### config.mk
export PLATFORM = sky130hd
export DESIGN_NAME = prescaler_ctrl
export DESIGN_NICKNAME = d
export VERILOG_FILES = /design/src/rtl/prescaler_ctrl.sv
export SDC_FILE = /design/constraint.sdc
export NUM_CORES = 1
export LEC_CHECK = 0
export BUFFER_PORTS_ARGS = -buffer_cell sky130_fd_sc_hd__buf_2
export CAP_MARGIN = 0
export CORE_MARGIN = 1.5
export CORE_UTILIZATION = 65
export CTS_CLUSTER_SIZE = 12
export DETAILED_ROUTE_END_ITERATION = 8
export PLACE_DENSITY = 0.88
export SETUP_SLACK_MARGIN = 0.5
export SYNTH_ARGS = -nofsm -noshare
export SYNTH_HDL_FRONTEND = slang
export SYNTH_SLANG_ARGS = --single-unit
### constraint.sdc
create_clock -name sysclk -period 10.2 [get_ports sysclk]
set_input_delay 0 -clock sysclk [delete_from_list [all_inputs] [get_ports sysclk]]
set_output_delay 0 -clock sysclk [all_outputs]
set_load 0.05 [all_outputs]
### src/rtl/prescaler_ctrl.sv
// prescaler_ctrl: NUM_CH clock-enable ticks and square waves from sysclk, configured over a valid/ready stream.
// Define PRESCALER_SYNC_RESTART_EN to build the SYNC_RESTART op; without it op 11 is rejected.
//
// state | meaning
// IDLE  | stopped, count held at 0, o_sq held
// RUN   | counting, tick at count == div-1
// PEND  | counting with old div, staged divisor takes over at the next terminal count
module prescaler_ctrl #(
  parameter int  NUM_CH      = 4,
  parameter int  CNT_W       = 16,
  parameter int  DEFAULT_DIV = 60,
  localparam int CH_W        = $clog2(NUM_CH)
) (
  input  logic              sysclk,
  input  logic              i_rst,
  input  logic              i_cfg_valid,
  output logic              o_cfg_ready,
  input  logic [1:0]        i_cfg_op,
  input  logic [CH_W-1:0]   i_cfg_ch,
  input  logic [CNT_W-1:0]  i_cfg_div,
  output logic [NUM_CH-1:0] o_tick,
  output logic [NUM_CH-1:0] o_sq,
  output logic [NUM_CH-1:0] o_run,
  output logic              o_cfg_err
);

  typedef enum logic [1:0] {
    ST_IDLE = 2'd0,
    ST_RUN  = 2'd1,
    ST_PEND = 2'd2
  } ch_state_e;

  localparam logic [1:0] OP_LOAD  = 2'b00;
  localparam logic [1:0] OP_START = 2'b01;
  localparam logic [1:0] OP_STOP  = 2'b10;
  localparam logic [1:0] OP_SYNC  = 2'b11;

  ch_state_e         state_q [NUM_CH];
  ch_state_e         state_d [NUM_CH];
  logic [CNT_W-1:0]  cnt_q   [NUM_CH];
  logic [CNT_W-1:0]  cnt_d   [NUM_CH];
  logic [CNT_W-1:0]  div_q   [NUM_CH];
  logic [CNT_W-1:0]  div_d   [NUM_CH];
  logic [CNT_W-1:0]  stg_q   [NUM_CH];
  logic [CNT_W-1:0]  stg_d   [NUM_CH];
  logic [NUM_CH-1:0] tick_q, tick_d;
  logic [NUM_CH-1:0] sq_q, sq_d;
  logic              err_q, err_d;

  logic              ch_ok;
  logic              ch_pend;
  logic              accept;
  logic              reject;
  logic              cmd_ok;
  logic [NUM_CH-1:0] hit;
  logic [NUM_CH-1:0] term;

  always_comb begin : decode
    ch_ok   = 1'b0;
    ch_pend = 1'b0;
    for (int c = 0; c < NUM_CH; c++) begin
      if (i_cfg_ch == CH_W'(c)) begin
        ch_ok   = 1'b1;
        ch_pend = (state_q[c] == ST_PEND);
      end
    end
    o_cfg_ready = !((i_cfg_op == OP_LOAD) && ch_pend);
    accept      = i_cfg_valid && o_cfg_ready;
`ifdef PRESCALER_SYNC_RESTART_EN
    reject = accept && (i_cfg_op != OP_SYNC) &&
             (!ch_ok || ((i_cfg_op == OP_LOAD) && (i_cfg_div == '0)));
`else
    reject = accept && ((i_cfg_op == OP_SYNC) || !ch_ok ||
                        ((i_cfg_op == OP_LOAD) && (i_cfg_div == '0)));
`endif
    cmd_ok = accept && !reject;
    hit    = '0;
    for (int c = 0; c < NUM_CH; c++) begin
      hit[c] = cmd_ok && (i_cfg_op != OP_SYNC) && (i_cfg_ch == CH_W'(c));
    end
  end

  always_comb begin : next_state
    err_d  = reject;
    tick_d = '0;
    sq_d   = sq_q;
    term   = '0;
    for (int c = 0; c < NUM_CH; c++) begin
      state_d[c] = state_q[c];
      cnt_d[c]   = cnt_q[c];
      div_d[c]   = div_q[c];
      stg_d[c]   = stg_q[c];
      term[c]    = (cnt_q[c] == (div_q[c] - CNT_W'(1)));

      case (state_q[c])
        ST_RUN, ST_PEND: begin
          if (term[c]) begin
            cnt_d[c]  = '0;
            tick_d[c] = 1'b1;
            sq_d[c]   = ~sq_q[c];
            if (state_q[c] == ST_PEND) begin
              div_d[c]   = stg_q[c];
              state_d[c] = ST_RUN;
            end
          end else begin
            cnt_d[c] = cnt_q[c] + CNT_W'(1);
          end
        end
        default: cnt_d[c] = '0;
      endcase

      if (hit[c]) begin
        case (i_cfg_op)
          OP_START: begin
            if (state_q[c] == ST_IDLE) begin
              state_d[c] = ST_RUN;
              cnt_d[c]   = '0;
            end
          end
          // STOP beats a coincident terminal count: no tick, no toggle, staged divisor dropped
          OP_STOP: begin
            state_d[c] = ST_IDLE;
            cnt_d[c]   = '0;
            div_d[c]   = div_q[c];
            tick_d[c]  = 1'b0;
            sq_d[c]    = sq_q[c];
          end
          OP_LOAD: begin
            if (state_q[c] == ST_IDLE) begin
              div_d[c] = i_cfg_div;
            end else if (term[c]) begin
              // old period ends on this edge, so the new divisor governs the next one directly
              div_d[c] = i_cfg_div;
            end else begin
              state_d[c] = ST_PEND;
              stg_d[c]   = i_cfg_div;
            end
          end
          default: ;
        endcase
      end

`ifdef PRESCALER_SYNC_RESTART_EN
      if (cmd_ok && (i_cfg_op == OP_SYNC)) begin
        tick_d[c] = 1'b0;
        sq_d[c]   = 1'b0;
        if (state_q[c] != ST_IDLE) begin
          cnt_d[c]   = '0;
          state_d[c] = ST_RUN;
          if (state_q[c] == ST_PEND) begin
            div_d[c] = stg_q[c];
          end
        end
      end
`endif
    end
  end

  always_ff @(posedge sysclk) begin
    if (i_rst) begin
      for (int c = 0; c < NUM_CH; c++) begin
        state_q[c] <= ST_IDLE;
        cnt_q[c]   <= '0;
        div_q[c]   <= CNT_W'(DEFAULT_DIV);
        stg_q[c]   <= '0;
      end
      tick_q <= '0;
      sq_q   <= '0;
      err_q  <= 1'b0;
    end else begin
      for (int c = 0; c < NUM_CH; c++) begin
        state_q[c] <= state_d[c];
        cnt_q[c]   <= cnt_d[c];
        div_q[c]   <= div_d[c];
        stg_q[c]   <= stg_d[c];
      end
      tick_q <= tick_d;
      sq_q   <= sq_d;
      err_q  <= err_d;
    end
  end

  always_comb begin
    o_run = '0;
    for (int c = 0; c < NUM_CH; c++) begin
      o_run[c] = (state_q[c] != ST_IDLE);
    end
  end

  assign o_tick    = tick_q;
  assign o_sq      = sq_q;
  assign o_cfg_err = err_q;

endmodule

==> impl_metrics.csv, run 1 <==
group,metric,value,unit
run_status,status,"completed",
clock_tree,htree_levels,1,
pwr,power_density,139.0,nW/um^2
synth,yosysWarnings,0,
clock_tree,cts_resized,0,
synth,synth-simple-area-share,0.2025,
timing,post-route-period-util,0.3984,
detailed_routing,first_pass_iters,8,
pwr,p_leak,4.903,nW
timing,finalSetupTns,0,ps
detailed_routing,vias,10576,
clock_tree,cts_buffers,23,
detailed_routing,first_iter_violations,1061,
die,core,17960,um^2
placed_design,dp_hpwl,20960,um
placed_design,post-place-ws,6205,ps
timing,setup_viol,0,
global_routing,antenna_found_initial,0,
timing,final-max-slew-violation-count,0,
global_routing,grt_pass1_wl,50030,um
synth,synth_fp_nets,1412,
global_routing,busiest_layer,"met2",
min_path,min_path_cells,4,
timing,skew,24.21,ps
global_routing,grt_max_degree,64,
critical_path,worstPathRequired,10640,ps
detailed_routing,wirelength,30910,um
critical_path,start_kind,"flip-flop",
pwr,p_int,1.376,mW
finish,areaGrowthSynthToFinish,9.628,%
die,die_h,138.2,um
timing,hold_violations,0,
clock_tree,cts.clk_slew.worst_paths,60,ps
timing,tightest_slew,1262,ps
detailed_routing,wire_per_inst,19.10,um
synth,synth_xor_area_frac,0.09417,
detailed_routing,via_per_inst,6.536,
pwr,swShare,0.2401,
synth,syn_area,11880,um^2
timing,fin_crit,4063,ps
clock_tree,cts_root_buf,"clkbuf_16",
timing,grt_setup_unrepaired,"no",
synth,synth_edf_count,0,
global_routing,met2_usage,0.5014,
synth,ys_types,77,
detailed_routing,postRouteAntennaNets,0,
die,die-area,19090,um^2
clock_tree,insertion_delay,540,ps
global_routing,grt_overflow,0,
clock_tree,clockBufferDepth,3,
global_routing,grt_pass1_vias,10040,
synth,ys_async_sr_fraction,0,
clock_tree,cts_post_setup_buffers_inserted,0,
timing,fmax,0.2461,GHz
placed_design,place.gp.congestion,0.9572,
global_routing,track_usage,0.3141,
finish,layout-drive-gt1-share,0.08567,
synth,synthMuxAreaShare,0.1158,
pwr,p_sw,434.7,uW
pwr,pwr-share-seq,0.462,
global_routing,use_met1,0.4098,
clock_tree,cts_tree,"done",
critical_path,endpoint_kind,"flip-flop",
clock_tree,cts_sinks,209,
global_routing,grtUsageMet3,0.04884,
flow_run,drv_cap,0,
synth,synth_top_family_by_area,"simple AND/OR/NAND/NOR gates",
critical_path,crit_arrival,4500,ps
die,die_w,138.2,um
die,ioPinCount,37,
timing,setup_ws,6137,ps
min_path,hold_class,"primary input to flip-flop",
finish,finish.net_count,1422,
finish,n_antenna_cell,0,
synth,ys_seq_area_frac,0.3523,
synth,syn_area_per_cell,8.708,um^2
critical_path,path_class,"flip-flop to flip-flop",
detailed_routing,drc,0,
synth,synth_compound_area_frac,0.1603,
pwr,power.share.combinational,0.068,
die,placementRows,49,
placed_design,port_buffers,36,
die,start_util,0.6612,
pwr,clockPowerShare,0.470,
synth,ys_seq_elements,209,
synth,netlist_instances,1364,
synth,synthFlopType,"dfxtp_1",
pwr,max-vdd-ir-drop,0.1369,mV
critical_path,crit_fanout,16,
synth,synth_fa_ha_area_frac,0.02634,
timing,relSlewSlack,0.1521,
critical_path,worst-r2r-cell-count,8,
## through the flow
stage          total power [mW]  std cells    util  hold slack [ps]  cell area [um^2]
3_3_place_gp             0.9618       1558  0.6716            301.5             12060
2_1_floorplan            0.9272       1364       -            139.6             11880
5_1_grt                   1.855       1618  0.7249            262.8             13020
6_report                  1.810       1618  0.7249            217.2             13020
3_5_place_dp             0.9656       1558  0.6716            299.9             12060
4_1_cts                   1.811       1618  0.7249            224.1             13020
## registers in the layout, summed over array words and instances, names as in the netlist
signal     count
cnt_q         64
div_q         64
o_cfg_err      1
o_sq           4
o_tick         4
state_q        8
stg_q         64
## cells in the final DEF (no fill, tap or decap), types with 10 or more instances in the layout
| cell type | synthesis | final |
|---|---|---|
| nand4_1 | 13 | 13 |
| xor2_1 | 66 | 66 |
| mux2_2 | 11 | 11 |
| nor2_1 | 184 | 184 |
| or3_1 | 10 | 10 |
| buf_4 | 2 | 11 |
| o21bai_1 | 12 | 12 |
| nor2b_1 | 10 | 10 |
| a21o_1 | 10 | 10 |
| nor3_1 | 31 | 30 |
| nand2_1 | 72 | 72 |
| a221oi_1 | 45 | 45 |
| and3_1 | 19 | 19 |
| xnor2_1 | 59 | 59 |
| clkbuf_16 | 0 | 23 |
| nor4_1 | 27 | 27 |
| mux2i_1 | 125 | 125 |
| inv_1 | 50 | 50 |
| dlygate4sd3_1 | 0 | 20 |
| dfxtp_1 | 209 | 209 |
| o21ai_0 | 63 | 63 |
| ha_1 | 25 | 25 |
| a221o_1 | 12 | 12 |
| a21oi_1 | 25 | 25 |
| nand3_1 | 52 | 52 |
| buf_2 | 15 | 35 |
| a221oi_2 | 10 | 10 |
## cell usage after synthesis (all sizes together), types with 4 or more instances
| library cell | instances | area (um^2) |
|---|---|---|
| dfxtp | 209 | 4184 |
| nor2 | 184 | 690.7 |
| mux2i | 125 | 1251 |
| nand2 | 72 | 270.3 |
| o21ai | 66 | 330.3 |
| xor2 | 66 | 578.1 |
| xnor2 | 59 | 516.8 |
| clkbuf | 56 | 210.2 |
| a221oi | 55 | 544.3 |
| nand3 | 52 | 260.3 |
| inv | 50 | 187.7 |
| nor3 | 32 | 165.2 |
| nor4 | 31 | 236.5 |
| a21oi | 27 | 142.6 |
| buf | 25 | 180.2 |
| ha | 25 | 312.8 |
| and3 | 19 | 118.9 |
| nand4 | 13 | 81.33 |
| a221o | 12 | 120.1 |
| o21bai | 12 | 90.09 |
| mux2 | 11 | 123.9 |
| or4 | 11 | 90.08 |
| a21o | 10 | 75.07 |
| nor2b | 10 | 62.56 |
| or3 | 10 | 62.56 |
| nand2b | 9 | 56.30 |
| nand4b | 8 | 70.07 |
| a31oi | 7 | 43.79 |
| and2 | 7 | 43.79 |
| a211oi | 6 | 45.04 |
| o211ai | 6 | 45.04 |
| o21a | 6 | 45.04 |
| nand3b | 5 | 37.54 |
| nor3b | 5 | 37.54 |
| o31ai | 5 | 37.54 |
| a2111oi | 4 | 41.29 |
## power groups by stage
| stage | clock network, mW | registers (mW) | logic (mW) |
|---|---|---|---|
| 2_1_floorplan | 0 | 0.847 | 0.0799 |
| 3_3_place_gp | 0 | 0.854 | 0.108 |
| 3_5_place_dp | 0 | 0.854 | 0.112 |
| 4_1_cts | 0.856 | 0.836 | 0.118 |
| 5_1_grt | 0.887 | 0.838 | 0.130 |
| 6_report | 0.851 | 0.837 | 0.122 |
## logic make-up (layout without fill, tap and decap cells)
group                      after synthesis  count (layout)
DFF                                    209             209
adders and majority gates               25              25
buffers and inverters                  131             156
xor gates and xnor gates               126             126
AOI/OAI and AO/OA                      255             255
muxes                                  136             136
and+or+nand+nor                        482             482
## cell type report
class / instances / area, um^2
clock buffers: 34 / 636.9
clock inverters: 6 / 120.1
fillers: 1284 / 4942
inverters: 50 / 187.7
multi-input cells: 1024 / 7148
flip-flops and latches: 209 / 4184
well taps: 229 / 286.5
repair buffers: 66 / 457.9
## critical path, stage by stage, from the launching register on
cell       delay [ps]
dfxtp_1           370
nor3_1            670
nand3_1           210
a2111oi_0         450
o21ai_1           140
nor4_1            670
and3_1            920
mux2i_1           200
a221oi_1          320
## timing repair
item	in CTS	in global routing
endpoints found under the hold margin	81	0
setup endpoints to repair	0	0
hold buffers	20	0
## metal layers
layer | vias to the layer above | share of wire
li1 | 4953 | -
met1 | 5047 | 0.42
met2 | 455 | 0.45
met3 | 121 | 0.076
met4 | 0 | 0.057
met5 | - | 0
## worst paths after layout
check                                 start       endpoint  slack, ps
worst max-delay path            div_q[0][2]    div_q[0][7]       6140
worst min register to register  cnt_q[0][0]    cnt_q[0][0]        490
worst min-delay path            i_cfg_ch[0]  state_q[0][0]        220
worst max register to register  div_q[0][2]    div_q[0][7]       6140
Note: power is estimated with default switching activity, not from simulation.
==> inputs of run 2 (changes only) <==
--- a/config.mk
+++ b/config.mk
@@ -8,10 +8,10 @@
 export BUFFER_PORTS_ARGS = -buffer_cell sky130_fd_sc_hd__buf_2
 export CAP_MARGIN = 0
 export CORE_MARGIN = 1.5
-export CORE_UTILIZATION = 65
+export CORE_UTILIZATION = 63
 export CTS_CLUSTER_SIZE = 12
 export DETAILED_ROUTE_END_ITERATION = 8
-export PLACE_DENSITY = 0.88
+export PLACE_DENSITY = 0.86
 export SETUP_SLACK_MARGIN = 0.5
 export SYNTH_ARGS = -nofsm -noshare
 export SYNTH_HDL_FRONTEND = slang
==> constraint.sdc (replaced) <==
create_clock -name sysclk -period 4 [get_ports sysclk]
set_input_delay 0 -clock sysclk [delete_from_list [all_inputs] [get_ports sysclk]]
set_output_delay 0 -clock sysclk [all_outputs]
set_load 0.05 [all_outputs]
==> impl_metrics.csv, run 2 (synthesis gave the netlist of run 1 again) <==
group,metric,value,unit
min_path,hold_class,"primary input to flip-flop",
detailed_routing,first_iter_violations,1034,
die,die_h,140.3,um
timing,setup_viol,0,
critical_path,r2r_slack,610,ps
global_routing,antenna_found_initial,0,
clock_tree,insertion_delay,540,ps
global_routing,grtUsageMet3,0.04034,
critical_path,timing.rr.start,"div_q[2][8]",
finish,top_regs,"cnt_q x64, div_q x64, stg_q x64",
finish,final_common_cell,"dfxtp_1",
finish,finish.net_count,1435,
timing,relSlewSlack,0.3050,
timing,post-route-period-util,0.8467,
critical_path,crit_path_end,"div_q[2][5]",
clock_tree,cts_buffers,23,
timing,grt_setup_unrepaired,"yes",
die,start_util,0.6393,
finish,areaGrowthSynthToFinish,10.53,%
critical_path,crit_buf_inv,0,
critical_path,start_kind,"flip-flop",
critical_path,worst-r2r-cell-count,8,
detailed_routing,wire_per_inst,19.46,um
clock_tree,clockBufferDepth,3,
global_routing,busiest_layer,"met2",
die,die_w,140.3,um
min_path,min-delay-start,"i_cfg_ch[1]",
clock_tree,cts_tree,"done",
critical_path,worstPathRequired,4430,ps
critical_path,critical_path.max_stage_delay,590,ps
timing,hold_ws,109.2,ps
global_routing,grt_pass1_wl,51280,um
pwr,p_leak,4.953,nW
detailed_routing,wirelength,31850,um
timing,fin_crit,3387,ps
timing,skew,19.52,ps
placed_design,placed_area,12170,um^2
finish,final_cell_area,13130,um^2
global_routing,grt_overflow,0,
clock_tree,htree_levels,1,
critical_path,crit_cells,8,
placed_design,post-place-ws,440.6,ps
die,ioPinCount,37,
finish,utilization,0.7066,
timing,final-max-slew-violation-count,0,
placed_design,port_buffers,36,
clock_tree,cts_sinks,209,
global_routing,track_usage,0.3199,
placed_design,dp_hpwl,21420,um
placed_design,place.gp.congestion,0.9665,
die,core,18580,um^2
min_path,min_path_cells,3,
critical_path,endpoint_kind,"flip-flop",
critical_path,path_class,"flip-flop to flip-flop",
critical_path,timing.rr.end,"div_q[2][5]",
detailed_routing,drc,0,
pwr,max-vdd-ir-drop,0.3955,mV
die,placementRows,50,
critical_path,cpLargestDelayFamily,"simple AND/OR/NAND/NOR gates",
timing,finalSetupTns,0,ps
detailed_routing,via_per_inst,6.474,
critical_path,crit_fanout,8,
global_routing,use_met1,0.4114,
timing,setup_ws,613.3,ps
timing,tightest_slew,1043,ps
detailed_routing,postRouteAntennaNets,0,
timing,fmax,0.2953,GHz
critical_path,critical_path.startpoint,"div_q[2][8]",
clock_tree,cts.clk_slew.worst_paths,60,ps
detailed_routing,first_pass_iters,6,
clock_tree,cts_root_buf,"clkbuf_16",
critical_path,path_cells,"or4_4 -> or3_1 -> or4b_1 -> a21oi_2 -> nor2_1 -> nor4_4 -> mux2_2 -> a221o_1",
detailed_routing,vias,10598,
critical_path,cpMaxStageDelayCell,"or4_4",
global_routing,met2_usage,0.5172,
die,die-area,19690,um^2
flow_run,drv_cap,0,
global_routing,grt_max_degree,101,
finish,n_antenna_cell,0,
finish,final_cell_mix,"209 x dfxtp_1, 184 x nor2_1, 125 x mux2i_1",
timing,hold_violations,0,
pwr,power_density,340.0,nW/um^2
run_status,status,"completed",
global_routing,grt_pass1_vias,10026,
finish,layout-drive-gt1-share,0.1005,
critical_path,crit_arrival,3820,ps
run 2: cell count changes in the layout (fill, tap and decap cells not counted), moves of 2 or more:
cell / change
buf_4: +13
clkinv_2: +3
buf_6: +2
nor4_4: +2
clkbuf_8: +2
dlygate4sd3_1: -2
bufinv_16: -3
run 2: tightest hold or removal path: stages:
cell	delay, ps
buf_2	150
o211ai_1	200
o2111a_1	240
run 2: timing repair:
action	4_1_cts	5_1_grt
gates resized for setup	3	8
endpoints found under the setup margin	26	47
pin swaps	0	4
hold buffers	18	0
setup buffers	0	2
endpoints found under the hold margin	83	0
run 2: per-layer routing:
layer  wire length (um)  up-vias
met5                  0        -
met4               1882        0
met3               2418      121
met2              14470      474
met1              13080     5022
li1                   -     4981
run 2: layout make-up:
class	count	area (um^2)
Clock buffer	35	660.6
Clock inverter	6	45.04
Fill cell	1436	5451
Inverter	50	187.7
Multi-Input combinational cell	1024	7201
Sequential cell	209	4184
Tap cell	234	292.8
Timing Repair Buffer	79	558.0
run 2: worst min path at each step:
stage,end,slack (ps)
3_3_place_gp,stg_q[2][15],300
6_report,o_cfg_err,110
3_5_place_dp,stg_q[2][3],310
2_1_floorplan,o_cfg_err,140
5_1_grt,o_cfg_err,100
4_1_cts,o_cfg_err,70
run 2: where the power goes:
| part | total, mW | internal, mW | switching (mW) |
|---|---|---|---|
| Sequential | 2.13 | 2.10 | 0.0351 |
| Clock | 2.01 | 1.14 | 0.872 |
| Combinational | 0.314 | 0.111 | 0.203 |
| Total | 4.46 | 3.35 | 1.11 |
run 2: stage by stage:
step / total power, mW / instances
after floorplan: 2.364 / 1364
after CTS: 4.474 / 1635
after global placement: 2.455 / 1576
after detailed placement: 2.464 / 1576
after global routing: 4.580 / 1637
final: 4.464 / 1637
==> inputs of run 3 (changes only) <==
==> constraint.sdc (replaced) <==
create_clock -name sysclk -period 3.4 [get_ports sysclk]
set_input_delay 0 -clock sysclk [delete_from_list [all_inputs] [get_ports sysclk]]
set_output_delay 0 -clock sysclk [all_outputs]
set_load 0.05 [all_outputs]
==> impl_metrics.csv, run 3 (synthesis gave the netlist of run 1 again) <==
group,metric,value,unit
run_status,status,"completed",
critical_path,cpLargestDelayFamily,"simple AND/OR/NAND/NOR gates",
detailed_routing,first_pass_iters,8,
placed_design,dp.cells,1605,
finish,utilization,0.7989,
die,ioPinCount,37,
detailed_routing,wirelength,39010,um
global_routing,grtUsageMet3,0.06598,
timing,skew,31.41,ps
die,die_w,140.3,um
timing,grt_setup_unrepaired,"yes",
min_path,hold_class,"primary input to flip-flop",
finish,final_cell_area,14840,um^2
timing,fin_crit,3271,ps
clock_tree,cts_tree,"done",
detailed_routing,postRouteAntennaNets,0,
die,die_h,140.3,um
critical_path,path_cells,"or4_4 -> or3_4 -> or4b_4 -> a21oi_4 -> nor2_4 -> nor4_4 -> buf_6 -> mux2_4 -> a221o_1",
finish,top_regs,"cnt_q x64, div_q x64, stg_q x64",
timing,final-max-slew-violation-count,0,
global_routing,use_met1,0.4302,
timing,finalSetupTns,0,ps
detailed_routing,vias,11739,
placed_design,port_buffers,36,
clock_tree,cts_root_buf,"clkbuf_16",
global_routing,grt_pass1_vias,10637,
finish,layout-drive-gt1-share,0.2334,
die,die-area,19690,um^2
critical_path,path_class,"flip-flop to flip-flop",
finish,final_cell_mix,"194 x dfxtp_1, 167 x nor2_1, 117 x mux2i_1",
clock_tree,insertion_delay,550,ps
global_routing,grt_max_degree,75,
pwr,power_density,370.1,nW/um^2
die,start_util,0.6393,
critical_path,timing.rr.start,"div_q[2][11]",
critical_path,worst-r2r-cell-count,9,
min_path,min-delay-start,"i_cfg_op[1]",
critical_path,start_kind,"flip-flop",
timing,hold_violations,0,
die,placementRows,50,
detailed_routing,via_per_inst,6.821,
critical_path,worstPathRequired,3830,ps
finish,areaGrowthSynthToFinish,24.98,%
min_path,min_path_cells,3,
placed_design,placed_area,12520,um^2
clock_tree,htree_levels,1,
critical_path,crit_buf_inv,1,
pwr,max-vdd-ir-drop,0.4196,mV
critical_path,endpoint_kind,"flip-flop",
critical_path,crit_arrival,3700,ps
finish,finish.net_count,1521,
timing,hold_ws,102.6,ps
finish,final_common_cell,"dfxtp_1",
critical_path,critical_path.max_stage_delay,570,ps
critical_path,cpMaxStageDelayCell,"or4_4",
die,core,18580,um^2
detailed_routing,wire_per_inst,22.66,um
clock_tree,cts_buffers,23,
detailed_routing,first_iter_violations,1412,
detailed_routing,drc,0,
global_routing,met2_usage,0.5537,
timing,tightest_slew,1059,ps
min_path,min_to,"o_cfg_err",
critical_path,r2r_slack,130,ps
timing,fmax,0.3057,GHz
timing,post-route-period-util,0.9621,
timing,setup_viol,0,
global_routing,grt_overflow,0,
clock_tree,clockBufferDepth,3,
pwr,p_leak,5.632,nW
placed_design,place.gp.congestion,1.025,
flow_run,drv_cap,0,
critical_path,crit_fanout,7,
global_routing,busiest_layer,"met2",
critical_path,timing.rr.end,"div_q[2][3]",
finish,n_antenna_cell,0,
global_routing,track_usage,0.3469,
timing,relSlewSlack,0.2886,
global_routing,antenna_found_initial,0,
finish,finalNonFillerCells,1721,
clock_tree,cts_sinks,209,
global_routing,grt_pass1_wl,55310,um
placed_design,dp_hpwl,21860,um
clock_tree,cts.clk_slew.worst_paths,60,ps
==> run 3: routing by layer <==
metal,wire [um],part of all wire
met1,14430,0.37
met4,3068,0.079
met5,0,0
met3,3587,0.092
met2,17920,0.46
==> run 3: worst max path at each step <==
stage / start / endpoint / slack [ps] / cells past startpoint
after global routing: div_q[3][0] / stg_q[3][2] / 110 / 12
after floorplan: div_q[3][4] / div_q[3][14] / 190 / 12
final: div_q[2][11] / div_q[2][3] / 130 / 9
after global placement: div_q[2][11] / cnt_q[2][2] / 190 / 7
after detailed placement: div_q[3][5] / div_q[3][13] / 70 / 8
after CTS: div_q[3][4] / div_q[3][13] / 270 / 9
==> run 3: through the flow <==
stage,total power [mW],setup WS [ps]
detailed placement,2.917,73.95
global placement,2.908,188.0
global route,5.610,107.5
CTS,5.418,273.4
floorplan,2.792,187.0
finish,5.494,129.0
==> run 3: power breakdown <==
group | internal, mW | switching (mW)
logic | 0.179 | 0.306
clock network | 1.47 | 1.03
registers | 2.47 | 0.0410
total | 4.12 | 1.37
==> run 3: cell type report <==
| cell class | instances | area, um^2 |
|---|---|---|
| Timing Repair Buffer | 165 | 1434 |
| Clock buffer | 34 | 686.9 |
| Multi-Input combinational cell | 1024 | 7968 |
| Clock inverter | 5 | 65.06 |
| Sequential cell | 209 | 4210 |
| Inverter | 50 | 187.7 |
| Tap cell | 234 | 292.8 |
| Fill cell | 1086 | 3736 |
==> run 3: worst min-delay path, delay by kind of cell <==
kind | cells | cell delay, ps
buffers and inverters | 1 | 140
AO/OA/AOI/OAI | 1 | 270
adder cells (fa/ha/maj) | 1 | 180
==> run 3: what timing repair did <==
| action | 4_1_cts | 5_1_grt |
|---|---|---|
| hold buffers | 18 | 0 |
| endpoints found under the hold margin | 76 | 0 |
| setup buffers | 31 | 20 |
| gates cloned | 4 | 4 |
| setup endpoints to repair | 146 | 203 |
| pin swaps | 33 | 63 |
| resized for setup | 75 | 130 |
